[src/rtl/commit_writeback_defines.sv]
// Shared defines: commit tag width and register-file index width.
`ifndef COMMIT_WRITEBACK_DEFINES_SV
`define COMMIT_WRITEBACK_DEFINES_SV
`define COMMIT_ID_WIDTH 3
`define REG_IDX_WIDTH 4
`endif

[src/rtl/commit_writeback_pkg.sv]
// Common types and sizes for the commit/writeback reorder stage.
`include "commit_writeback_defines.sv"

package commit_writeback_pkg;
    localparam int ID_W  = `COMMIT_ID_WIDTH;
    localparam int REG_W = `REG_IDX_WIDTH;
    localparam int DEPTH = 1 << ID_W;
    // one extra bit so a completely full buffer (DEPTH) is representable
    localparam int CNT_W = ID_W + 1;

    typedef logic [ID_W-1:0]  commit_id_t;
    typedef logic [REG_W-1:0] reg_idx_t;
    typedef logic [CNT_W-1:0] slot_cnt_t;
endpackage

[src/rtl/result_narrow.sv]
// Narrows a wide signed accumulator result to the written-back sample width.
// COMMIT_WRITEBACK_SATURATE_EN defined: clamp to the signed data_width range.
// Otherwise: plain two's-complement truncation of the upper bits.
module result_narrow #(
    parameter int data_width = 16,
    parameter int full_width = 2*data_width+8
) (
    input  logic signed [full_width-1:0] din,
    output logic signed [data_width-1:0] dout
);
`ifdef COMMIT_WRITEBACK_SATURATE_EN
    localparam logic signed [full_width-1:0] MAX_V =
        {{(full_width-data_width+1){1'b0}}, {(data_width-1){1'b1}}};
    localparam logic signed [full_width-1:0] MIN_V =
        {{(full_width-data_width+1){1'b1}}, {(data_width-1){1'b0}}};

    // clamp into the representable range, otherwise pass the low bits through
    always_comb begin
        dout = din[data_width-1:0];
        if (din > MAX_V)
            dout = MAX_V[data_width-1:0];
        else if (din < MIN_V)
            dout = MIN_V[data_width-1:0];
    end
`else
    // upper bits are intentionally discarded by truncation
    logic unused_hi;
    assign unused_hi = ^din[full_width-1:data_width];

    // truncate to the low data_width bits
    always_comb begin
        dout = din[data_width-1:0];
    end
`endif
endmodule

[src/rtl/commit_writeback.sv]
// Reorder buffer that accepts results tagged by commit_id in any order and
// writes them back to the register file strictly in tag order, one per cycle.
// Optional build macro: COMMIT_WRITEBACK_SATURATE_EN (clamping narrowing).
module commit_writeback
    import commit_writeback_pkg::*;
#(
    parameter int data_width = 16,
    parameter int n_blocks   = 256,
    parameter int full_width = 2*data_width+8
) (
    input  logic                          clk,
    input  logic                          reset,
    input  logic                          enable,
    input  logic                          in_valid,
    output logic                          in_ready,
    input  logic [$clog2(n_blocks)-1:0]   block_in,
    input  logic signed [full_width-1:0]  result_in,
    input  logic [REG_W-1:0]              dest_in,
    input  logic [ID_W-1:0]               commit_id_in,
    input  logic                          commit_flag_in,
    output logic                          wr_en,
    output logic [$clog2(n_blocks)-1:0]   wr_block,
    output logic [REG_W-1:0]              wr_dest,
    output logic signed [data_width-1:0]  wr_data,
    output logic                          commit_done,
    output logic [ID_W-1:0]               commit_id_out,
    output logic                          id_collision
);
    localparam int BLK_W = $clog2(n_blocks);

    // slot storage, indexed directly by commit tag
    logic [DEPTH-1:0]              valid_q, valid_d;
    logic [DEPTH-1:0]              flag_q, flag_d;
    logic [BLK_W-1:0]              blk_q [DEPTH];
    logic [BLK_W-1:0]              blk_d [DEPTH];
    logic signed [data_width-1:0]  data_q [DEPTH];
    logic signed [data_width-1:0]  data_d [DEPTH];
    reg_idx_t                      dest_q [DEPTH];
    reg_idx_t                      dest_d [DEPTH];

    commit_id_t                    head_q, head_d;
    slot_cnt_t                     count_q, count_d;
    logic                          coll_q, coll_d;

    logic                          wr_en_q, wr_en_d;
    logic                          done_q, done_d;
    logic [BLK_W-1:0]              wr_block_q, wr_block_d;
    reg_idx_t                      wr_dest_q, wr_dest_d;
    logic signed [data_width-1:0]  wr_data_q, wr_data_d;
    commit_id_t                    id_out_q, id_out_d;

    logic signed [data_width-1:0]  narrowed;
    logic                          xfer, retire, slot_busy, inc;

    result_narrow #(
        .data_width (data_width),
        .full_width (full_width)
    ) u_narrow (
        .din  (result_in),
        .dout (narrowed)
    );

    assign in_ready  = enable && (count_q < slot_cnt_t'(DEPTH));
    assign xfer      = in_valid && in_ready;
    assign retire    = enable && valid_q[head_q];
    // target slot stays occupied after this edge unless it is the one retiring
    assign slot_busy = valid_q[commit_id_in] && !(retire && (commit_id_in == head_q));
    assign inc       = xfer && !slot_busy;

    // next-state: retire the head slot, then apply any incoming write
    always_comb begin
        valid_d    = valid_q;
        flag_d     = flag_q;
        blk_d      = blk_q;
        data_d     = data_q;
        dest_d     = dest_q;
        head_d     = head_q;
        count_d    = count_q;
        coll_d     = coll_q;
        wr_en_d    = 1'b0;
        done_d     = 1'b0;
        wr_block_d = wr_block_q;
        wr_dest_d  = wr_dest_q;
        wr_data_d  = wr_data_q;
        id_out_d   = id_out_q;

        if (retire) begin
            valid_d[head_q] = 1'b0;
            head_d          = head_q + 1'b1;
            wr_en_d         = 1'b1;
            done_d          = flag_q[head_q];
            wr_block_d      = blk_q[head_q];
            wr_dest_d       = dest_q[head_q];
            wr_data_d       = data_q[head_q];
            id_out_d        = head_q;
        end

        if (xfer) begin
            valid_d[commit_id_in] = 1'b1;
            flag_d[commit_id_in]  = commit_flag_in;
            blk_d[commit_id_in]   = block_in;
            data_d[commit_id_in]  = narrowed;
            dest_d[commit_id_in]  = dest_in;
            if (valid_q[commit_id_in])
                coll_d = 1'b1;
        end

        case ({inc, retire})
            2'b10:   count_d = count_q + 1'b1;
            2'b01:   count_d = count_q - 1'b1;
            default: count_d = count_q;
        endcase
    end

    // state registers, all cleared asynchronously by reset
    always_ff @(posedge clk or posedge reset) begin
        if (reset) begin
            valid_q    <= '0;
            flag_q     <= '0;
            for (int i = 0; i < DEPTH; i++) begin
                blk_q[i]  <= '0;
                data_q[i] <= '0;
                dest_q[i] <= '0;
            end
            head_q     <= '0;
            count_q    <= '0;
            coll_q     <= 1'b0;
            wr_en_q    <= 1'b0;
            done_q     <= 1'b0;
            wr_block_q <= '0;
            wr_dest_q  <= '0;
            wr_data_q  <= '0;
            id_out_q   <= '0;
        end else begin
            valid_q    <= valid_d;
            flag_q     <= flag_d;
            blk_q      <= blk_d;
            data_q     <= data_d;
            dest_q     <= dest_d;
            head_q     <= head_d;
            count_q    <= count_d;
            coll_q     <= coll_d;
            wr_en_q    <= wr_en_d;
            done_q     <= done_d;
            wr_block_q <= wr_block_d;
            wr_dest_q  <= wr_dest_d;
            wr_data_q  <= wr_data_d;
            id_out_q   <= id_out_d;
        end
    end

    assign wr_en         = wr_en_q;
    assign commit_done   = done_q;
    assign wr_block      = wr_block_q;
    assign wr_dest       = wr_dest_q;
    assign wr_data       = wr_data_q;
    assign commit_id_out = id_out_q;
    assign id_collision  = coll_q;
endmodule

[config.mk]
export PLATFORM = sky130hd
export DESIGN_NAME = commit_writeback
export DESIGN_NICKNAME = d
export VERILOG_FILES = /design/src/rtl/commit_writeback_pkg.sv /design/src/rtl/result_narrow.sv /design/src/rtl/commit_writeback.sv
export VERILOG_INCLUDE_DIRS = /design/src /design/src/rtl
export SDC_FILE = /design/constraint.sdc
export NUM_CORES = 1
export LEC_CHECK = 0
export CAP_MARGIN = 20
export CORE_UTILIZATION = 55
export CTS_BUF_LIST = sky130_fd_sc_hd__clkbuf_8
export DETAILED_ROUTE_END_ITERATION = 6
export PLACE_DENSITY = 0.79
export SYNTH_ARGS = -nofsm -noshare
export SYNTH_HDL_FRONTEND = slang
export SYNTH_SLANG_ARGS = --single-unit
[constraint.sdc]
create_clock -name clk -period 8.1 [get_ports clk]
set_clock_uncertainty 0.2 [all_clocks]
set_input_delay 0.81 -clock clk [delete_from_list [all_inputs] [get_ports clk]]
set_output_delay 0.81 -clock clk [all_outputs]
set_load 0.01 [all_outputs]
==> results of run 1 <==
## cell families after synthesis
| family | count (synthesis) | share of synthesized area, % |
|---|---|---|
| fa+ha+maj | 4 | 0.399 |
| compound gates | 15 | 0.708 |
| buf+inv | 52 | 2.28 |
| xor+xnor | 10 | 0.699 |
| simple gates | 40 | 1.93 |
| flops | 281 | 56.1 |
| mux | 360 | 37.9 |
## Yosys cell counts (3+ instances only)
| master | count | area [um2] |
|---|---|---|
| nand2_1 | 7 | 26.3 |
| mux4_2 | 61 | 1370 |
| xnor2_1 | 5 | 43.8 |
| mux2_1 | 23 | 259 |
| mux2_2 | 266 | 3000 |
| mux2i_1 | 5 | 50.1 |
| nand4bb_1 | 3 | 33.8 |
| mux2_4 | 5 | 75.1 |
| a21oi_1 | 3 | 15.0 |
| xor2_1 | 5 | 43.8 |
| buf_2 | 21 | 105 |
| dfrtp_1 | 281 | 7030 |
| clkbuf_1 | 17 | 63.8 |
| o21ai_0 | 7 | 35.0 |
| nor2_1 | 9 | 33.8 |
| nand2b_1 | 4 | 25.0 |
| ha_1 | 4 | 50.1 |
| buf_6 | 5 | 56.3 |
| buf_1 | 4 | 15.0 |
## worst max-delay path by stage
| stage | start | to | slack (ns) |
|---|---|---|---|
| detailed placement | head_q[0]$_DFFE_PP0N_ | count_q[2]$_DFFE_PP0P_ | 3.64 |
| global placement | head_q[0]$_DFFE_PP0N_ | count_q[2]$_DFFE_PP0P_ | 3.77 |
| CTS | head_q[0]$_DFFE_PP0N_ | count_q[2]$_DFFE_PP0P_ | 3.62 |
| finish | head_q[0]$_DFFE_PP0N_ | count_q[2]$_DFFE_PP0P_ | 3.71 |
| global route | head_q[0]$_DFFE_PP0N_ | count_q[2]$_DFFE_PP0P_ | 3.34 |
| floorplan | reset | blk_q[0]$_DFFE_PP0P_ | 3.37 |
## through the flow
stage / total power (uW) / setup WS, ns
2_1_floorplan: 3800 / 3.37
3_3_place_gp: 4180 / 3.77
3_5_place_dp: 4340 / 3.64
4_1_cts: 5600 / 3.62
5_1_grt: 5870 / 3.34
6_report: 5540 / 3.71
## placed cells by master (no fill, tap or decap), types with 5 or more instances in the layout
master             n
xnor2_1            5
inv_1             17
buf_4              8
dfrtp_1          278
nor2_1             5
nand2_1            7
mux2_1            23
clkdlybuf4s50_1   70
mux2_2           266
xor2_1             5
mux2i_1            5
clkbuf_8          61
mux2_4             5
o21ai_0            7
mux4_2            61
## state kept, by name, summed over array words and instances, names as in the netlist
name / flops
wr_en: 1
count_q: 4
wr_dest: 4
commit_id_out: 3
blk_q: 64
id_collision: 1
commit_done: 1
data_q: 128
dest_q: 32
valid_q: 8
flag_q: 8
head_q: 3
wr_block: 8
wr_data: 16
## power by group through the flow
stage	Combinational, uW	Clock [uW]	Sequential [uW]
floorplan	1560	0	2240
global placement	1890	0	2290
detailed placement	1980	0	2370
CTS	1980	1270	2340
global route	2110	1340	2420
finish	1960	1240	2340
## metal layers
layer  vias up  global-route usage (%)  share of wire, %
met3        29                    4.68               4.5
met5         -                       0                 0
li1       2995                       -                 -
met4         0                    6.11               1.4
met2       169                    39.6                51
met1      3629                    30.9                43
## worst max-delay path: stages, from the launching register on
cell and delay (ns):
dfrtp_4 0.96, buf_4 0.64, mux2i_1 0.16, mux4_2 0.60
nand2b_4 0.24, inv_8 0.29, ha_1 0.32, xor2_1 0.11
ha_1 0.19, a21oi_1 0.16, xor2_1 0.16, nor2_1 0.06
xor2_1 0.14
## layout make-up
cell class | count | area share, %
Inverter | 2 | 0.130
Sequential cell | 281 | 48.9
Tap cell | 280 | 2.43
Clock inverter | 22 | 0.808
Clock buffer | 61 | 5.83
Multi-Input combinational cell | 429 | 36.5
Timing Repair Buffer | 79 | 5.42
==> key figures, run 1 <==
Detailed routing
  – Post-DRT Antenna Nets: 0
  – Post-route DRC: 0
  – WL final: about 26,000 um
  – Drt first pass iters: 4
  – Iter 0 DRT Violations: 314
  – Wire per inst: 22.1 um
  – Vias: between 6,000 and 7,000
  – Post-DR vias/cell: 5.91

CTS
  – CTS Hold Buffers Added: 0
  – Root Driver: clkbuf_8
  – CTS sink count: 281
  – Post_cts resized: 0
  – Postcts setup bufs: 0
  – CTS HTree Levels: 2
  – Bufs on Longest Clock Path: 3
  – Total CTS buffers: 46
  – CTS tree: built
  – Worst-skew pair later-pin latency: around 0.54 ns
  – Clock transition at the registers of the reported paths: ~0.060 ns

Cells and area
  – Area occupied by multi-input gates: approximately 5300 um2
  – Ratio of cells with drive above 1 in the final layout: 48.3%
  – Final #Nets: 903
  – Post-route cell area: 14,400 um2
  – Final core utilization: 65.2%
  – # diodes: 0
  – Filler cells: 1,533
  – Post-route insts no fill: 1,154
  – Area Overhead vs Synth: 14.8%
  – FF/Latch Area: approximately 7000 um2

Floorplan
  – Rows: 54
  – Die area: 23,400 um2
  – Die X: ~150 um
  – I/O Pins: 95
  – Starting Density: 56.8%
  – Core ar.: roughly 22,000 um2
  – Die H: 153 um

Logic synthesis
  – EDFF count, synth: 0
  – Post-Syn Area: 12,500 um2
  – Seq cells post-synth: ~280
  – Main synth FF type: dfrtp_1
  – Syn Area/Cell: 16.5 um2
  – Register area share after synthesis: 56.1%
  – Synth Instances: between 700 and 800
  – Yosys warns: 0
  – Synth unique cells: 39
  – Post-Synthesis Net Count: 826
  – Async S/R FF share, synth: 100%

Setup path
  – Critical R2R Capture: count_q[2]$_DFFE_PP0P_
  – Worst-path maximum fanout: 42
  – FF-to-FF path depth: 12
  – Type of the worst setup path: flip-flop to flip-flop
  – Worst EP arrival: 4.61 ns
  – WP data required: about 8.3 ns
  – Reg2reg start: head_q[0]$_DFFE_PP0N_
  – CP endpoint kind: flip-flop
  – Crit path launch type: flip-flop
  – Minimum setup slack among reg-to-reg paths: between 3 and 4 ns

Power and ir drop
  – Switching share of total power: 29.3%
  – Clock power share: 22.4%
  – Psw: around 1600 uW
  – Lkg Pwr: 0.00632 uW
  – Worst ir drop on vdd: ~0.00019 V
  – Share of power burned in registers: a little over two fifths
  – Cell internal pwr: 3920 uW
  – Comb power frac: 35.4%
  – P per Cell Area: about 380 nW/um2

STA
  – Worst-Margin Slew: 1.13 ns
  – Tmin final: roughly 4.4 ns
  – Count of final setup violators: 0
  – Setup TNS: 0 ns
  – Max frequency: 228 MHz
  – Min Hold Slack: 0.272 ns
  – Final Cycle Share: a little over half
  – Worst rel slew slack: between 20% and 30%
  – Final Max Slew Viols: 0
  – RSZ-0062 raised after global routing: false
  – Final Hold Viols: 0

Global route
  – Remaining global-route overflow: 0
  – Antenna violations before repair: 1
  – First-pass GRT wire length: 42,500 um
  – Pin count of the biggest net entering global routing: 169
  – Vias in the first global route: 7,769
  – Tot GR Track Use: 23.4%

Min path
  – Hold path cells: 1
  – Worst min path class: flip-flop to flip-flop
  – Endpoint, Worst Hold: id_collision$_DFFE_PP0P_
  – Hold Crit Start: id_collision$_DFFE_PP0P_

Job
  – Max Cap Viol: 0

Outcome
  – Status: finished clean

Place
  – DP Area: ~13,000 um2
  – Placed cells: 1,071
  – DP HPWL: 14,200 um
  – Final GP Congestion: 0.769
  – # port buffers: 70
No activity file was read; power rests on OpenSTA's default activity.
==> inputs of run 2 (changes only) <==
--- a/config.mk
+++ b/config.mk
@@ -7,10 +7,10 @@
 export NUM_CORES = 1
 export LEC_CHECK = 0
 export CAP_MARGIN = 20
-export CORE_UTILIZATION = 55
+export CORE_UTILIZATION = 61
 export CTS_BUF_LIST = sky130_fd_sc_hd__clkbuf_8
 export DETAILED_ROUTE_END_ITERATION = 6
-export PLACE_DENSITY = 0.79
+export PLACE_DENSITY = 0.83
 export SYNTH_ARGS = -nofsm -noshare
 export SYNTH_HDL_FRONTEND = slang
 export SYNTH_SLANG_ARGS = --single-unit
==> constraint.sdc (replaced) <==
create_clock -name clk -period 4.37 [get_ports clk]
set_clock_uncertainty 0.2 [all_clocks]
set_input_delay 0.437 -clock clk [delete_from_list [all_inputs] [get_ports clk]]
set_output_delay 0.437 -clock clk [all_outputs]
set_load 0.01 [all_outputs]
==> key figures, run 2 (synthesis results as in run 1) <==
Cells and area
  – Most flops, register: data_q
  – Commonest non-fill, non-tap cell in the layout: dfrtp_1
  – Filler cells: between 1,000 and 1,500
  – Area Overhead vs Synth: 15.5%
  – Post-route cell area: 14,500 um2
  – Most frequent cells in the layout: dfrtp_1 (278), mux2_2 (266), clkdlybuf4s50_1 (70)
  – Ratio of cells with drive above 1 in the final layout: 48.7%
  – # diodes: 0
  – Final #Nets: 904
  – Top flop regs: data_q x128, blk_q x64, dest_q x32
  – Number of flip-flops in the largest register: 128

Outcome
  – Status: finished clean

Power and ir drop
  – Worst ir drop on vdd: roughly 0.00036 V
  – Lkg Pwr: between 0.006 and 0.007 uW
  – P per Cell Area: 718 nW/um2

Detailed routing
  – Wire per inst: 22.3 um
  – Post-DR vias/cell: roughly 6.1
  – WL final: 25,500 um
  – Post-route DRC: 0
  – Drt first pass iters: 5
  – Post-DRT Antenna Nets: 0
  – Iter 0 DRT Violations: 347
  – Vias: about 7,000

Global route
  – First-pass GRT wire length: 42,200 um
  – Vias in the first global route: 7,750
  – Remaining global-route overflow: 0
  – Antenna violations before repair: 0
  – Tot GR Track Use: 25.7%
  – M2 GR Usage: 42.5%
  – GRT met3 Usage: 3.89%
  – Pin count of the biggest net entering global routing: 201
  – Busiest grt layer: met2
  – M1 GR Usage: approximately 36%

CTS
  – Post_cts resized: 0
  – CTS HTree Levels: 2
  – Root Driver: clkbuf_8
  – CTS Hold Buffers Added: 0
  – CTS sink count: 281
  – Bufs on Longest Clock Path: 3
  – CTS tree: built
  – Clock transition at the registers of the reported paths: around 0.060 ns
  – Total CTS buffers: 45
  – Postcts setup bufs: 0
  – Worst-skew pair later-pin latency: roughly 0.55 ns

Setup path
  – Reg2reg start: head_q[0]$_DFFE_PP0N_
  – Critical Path Max Stage Delay: between 0.5 and 0.6 ns
  – Worst-path maximum fanout: 34
  – Crit path launch type: flip-flop
  – CP endpoint kind: flip-flop
  – WP data required: 4.60 ns
  – Worst-path cell chain: mux2i_1 -> mux4_2 -> nand2b_4 -> inv_8 -> ha_1 -> xor2_1 -> ha_1 -> a21oi_1 -> xor2_1 -> nor2_1 -> xor2_1
  – Most used cell, CP: xor2_1
  – Type of the worst setup path: flip-flop to flip-flop
  – Slowest CP cell: mux4_2
  – Crit path launch: head_q[0]$_DFFE_PP0N_
  – Worst EP arrival: roughly 3.5 ns

Place
  – Final GP Congestion: 0.774
  – DP Area: about 13,000 um2
  – # port buffers: 70
  – DP HPWL: 14,400 um

STA
  – Tmin final: 3.26 ns
  – Count of final setup violators: 0
  – Final Max Slew Viols: 0
  – Worst-Margin Slew: 1.13 ns
  – RSZ-0062 raised after global routing: false
  – Final Cycle Share: 74.7%
  – Final Hold Viols: 0
  – Max frequency: 306 MHz
  – Worst rel slew slack: 24.5%
  – Setup TNS: 0 ns

Floorplan
  – Die area: 21,100 um2
  – Starting Density: 62.2%
  – Die X: 145 um
  – Rows: 52
  – Core ar.: 20,200 um2
  – I/O Pins: 95
  – Die H: 145 um

Min path
  – Worst min path class: input port to asynchronous set/reset pin

Job
  – Max Cap Viol: 0
-- run 2: changes by cell type in the layout (fill, tap and decap cells not counted), sizes merged --
cell	previous run	this run
inv	18	15
bufinv	1	2
buf	9	11
clkinv	3	2
clkbuf	61	63
-- run 2: power breakdown --
part           internal [uW]  switching (uW)
logic                   2290            1460
clock network           1390             995
registers               3680             575
total                   7370            3030
-- run 2: worst max-delay path, delay by kind of cell, from the launching register on --
family	cells	cell delay (ns)
fa+ha+maj	2	0.51
buf+inv	1	0.29
compound gates	1	0.16
simple gates	2	0.30
mux	2	0.72
flops	1	0.53
xor+xnor	3	0.41
-- run 2: worst paths after layout --
| kind | end | slack (ns) | cells after the start |
|---|---|---|---|
| max in group asynchronous | data_q[13]$_DFFE_PP0P_ | 2.81 | 3 |
| min in group clk | wr_data[8]$_DFFE_PP0N_ | 0.29 | 1 |
| worst max register to register | count_q[2]$_DFFE_PP0P_ | 1.11 | 11 |
| worst max-delay path | count_q[2]$_DFFE_PP0P_ | 1.11 | 11 |
| worst min register to register | wr_data[8]$_DFFE_PP0N_ | 0.29 | 1 |
| worst min-delay path | commit_id_out[0]$_DFFE_PP0N_ | 0.08 | 3 |
-- run 2: area by class of cell --
class	instances	area (um2)	share of cell area, %
clock buffers	63	867	5.99
clock inverters	19	130	0.899
inverters	2	18.8	0.130
multi-input cells	429	5260	36.3
flip-flops and latches	281	7040	48.6
well taps	270	338	2.33
repair buffers	81	828	5.72
-- run 2: stage by stage --
step	hold WS, ns	setup slack [ns]	power (uW)	instances	util, %
after floorplan	0.249	0.0117	7040	762	-
after global placement	0.250	0.828	7770	1062	66.7
after detailed placement	0.274	0.759	8080	1062	66.7
after CTS	0.288	1.10	10500	1144	71.6
after global routing	0.0802	0.932	11000	1145	71.8
final	0.0760	1.11	10400	1145	71.8
-- run 2: routing by layer --
layer	share of wire, %	vias to the layer above	wire [um]
li1	-	3002	-
met1	44	3751	11100
met2	51	169	12900
met3	3.8	51	966
met4	1.9	0	488
met5	0	-	0
==> inputs of run 3 (changes only) <==
==> constraint.sdc (replaced) <==
create_clock -name clk -period 3.23 [get_ports clk]
set_clock_uncertainty 0.2 [all_clocks]
set_input_delay 0.323 -clock clk [delete_from_list [all_inputs] [get_ports clk]]
set_output_delay 0.323 -clock clk [all_outputs]
set_load 0.01 [all_outputs]
==> key figures, run 3 (synthesis results as in run 1) <==
Outcome
  – Status: finished clean

Setup path
  – Worst EP arrival: 3.24 ns
  – Minimum setup slack among reg-to-reg paths: 0.21 ns
  – Type of the worst setup path: flip-flop to flip-flop
  – Crit path launch type: flip-flop
  – FF-to-FF path depth: 11
  – WP data required: 3.45 ns
  – Reg2reg start: head_q[0]$_DFFE_PP0N_
  – Critical R2R Capture: count_q[2]$_DFFE_PP0P_
  – CP endpoint kind: flip-flop
  – Worst-path maximum fanout: 7

STA
  – Tmin final: 3.02 ns
  – Min Hold Slack: 0.119 ns
  – Worst-Margin Slew: 0.900 ns
  – Final Hold Viols: 0
  – RSZ-0062 raised after global routing: false
  – Max frequency: 331 MHz
  – Count of final setup violators: 0
  – Setup TNS: 0 ns
  – Worst rel slew slack: roughly two fifths
  – Final Max Slew Viols: 0
  – Final Cycle Share: 93.6%

Global route
  – Antenna violations before repair: 0
  – Tot GR Track Use: 25.9%
  – First-pass GRT wire length: 42,500 um
  – Vias in the first global route: approximately 7,700
  – Remaining global-route overflow: 0
  – Pin count of the biggest net entering global routing: around 120

Min path
  – Worst min path class: input port to asynchronous set/reset pin

Cells and area
  – Commonest non-fill, non-tap cell in the layout: dfrtp_1
  – Number of flip-flops in the largest register: 128
  – Final core utilization: between 70 and 80%
  – Post-route cell area: between 10,000 and 15,000 um2
  – Area Overhead vs Synth: 16.9%
  – Most frequent cells in the layout: dfrtp_1 (278), mux2_2 (266), clkdlybuf4s50_1 (70)
  – Ratio of cells with drive above 1 in the final layout: 50.2%
  – # diodes: 0
  – Final #Nets: 925
  – Most flops, register: data_q
  – Top flop regs: data_q x128, blk_q x64, dest_q x32

CTS
  – CTS sink count: 281
  – CTS tree: built
  – CTS HTree Levels: 2
  – Worst-skew pair later-pin latency: 0.55 ns
  – Total CTS buffers: 46
  – Clock transition at the registers of the reported paths: 0.06 ns
  – Root Driver: clkbuf_8
  – Bufs on Longest Clock Path: 3
  – Post_cts resized: 0
  – CTS Hold Buffers Added: 0

Place
  – DP Area: 13,700 um2
  – # port buffers: 70
  – DP HPWL: between 15,000 and 20,000 um
  – Final GP Congestion: 0.823

Power and ir drop
  – Total power: approximately 14,000 uW
  – Lkg Pwr: 0.00644 uW
  – Share of power burned in registers: around two fifths
  – Clock power share: a little under a quarter
  – Worst ir drop on vdd: 0.000566 V
  – Cell internal pwr: ~10000 uW
  – Comb power frac: between 30 and 40%
  – Psw: a little over 4000 uW
  – Switching share of total power: 29.4%
  – P per Cell Area: 963 nW/um2

Detailed routing
  – Post-DRT Antenna Nets: 0
  – Drt first pass iters: 5
  – Wire per inst: 22.2 um
  – Iter 0 DRT Violations: 427
  – Post-route DRC: 0
  – Vias: 6,997
  – WL final: 25,800 um
  – Post-DR vias/cell: about 6.0

Job
  – Max Cap Viol: 0

Floorplan
  – Starting Density: 62.2%
  – Core ar.: between 20,000 and 25,000 um2
  – Die area: 21,100 um2
  – Rows: between 50 and 60
  – Die X: 145 um
  – I/O Pins: 95
  – Die H: ~150 um
## run 3: final cells by class
class / instances / area, um2
Tap cell: 270 / 338
Clock buffer: 63 / 867
Clock inverter: 18 / 109
Fill cell: 1208 / 5510
Multi-Input combinational cell: 429 / 5260
Timing Repair Buffer: 101 / 1030
Sequential cell: 281 / 7040
Inverter: 2 / 18.8
## run 3: repair_timing
item / 4_1_cts / 5_1_grt
endpoints found under the setup margin: 0 / 1
hold endpoints to repair: 0 / 0
buffers inserted: 0 / 2
## run 3: critical path: stages, from the launching register on
cell and delay, ns:
dfrtp_4 0.52, mux2i_1 0.13, mux4_2 0.54, o21ai_0 0.21, nand3_1 0.15, ha_1 0.23, xor2_1 0.17, ha_1 0.20
a21oi_1 0.15, xor2_1 0.18, nor2_1 0.07, xor2_1 0.14
## run 3: worst max-delay path by stage
stage	endpoint	slack (ns)	from
2_1_floorplan	blk_q[0]$_DFFE_PP0P_	-1.01	reset
3_3_place_gp	count_q[2]$_DFFE_PP0P_	-0.06	commit_id_in[0]
3_5_place_dp	count_q[2]$_DFFE_PP0P_	-0.17	commit_id_in[0]
4_1_cts	count_q[2]$_DFFE_PP0P_	0.11	head_q[0]$_DFFE_PP0N_
5_1_grt	count_q[2]$_DFFE_PP0P_	0.07	head_q[0]$_DFFE_PP0N_
6_report	count_q[2]$_DFFE_PP0P_	0.21	head_q[0]$_DFFE_PP0N_
## run 3: power by group through the flow
stage | Combinational, uW | Clock, uW | Sequential [uW]
finish | 5170 | 3180 | 5760
global route | 5570 | 3420 | 5930
CTS | 5190 | 3240 | 5760
detailed placement | 5160 | 0 | 5810
global placement | 4930 | 0 | 5650
floorplan | 3920 | 0 | 5610
## run 3: per-layer routing
metal,GRT usage (%),vias to the layer above,part of all wire [%]
li1,-,3030,-
met2,43.8,191,51
met5,0,-,0
met1,34.9,3727,42
met4,7.16,0,1.8
met3,4.42,49,5.6
## run 3: stage by stage
step / std cells / worst slack, ns
6_report: 1164 / 0.208
5_1_grt: 1164 / 0.0729
4_1_cts: 1162 / 0.111
3_5_place_dp: 1081 / -0.167
3_3_place_gp: 1081 / -0.0636
2_1_floorplan: 762 / -1.01
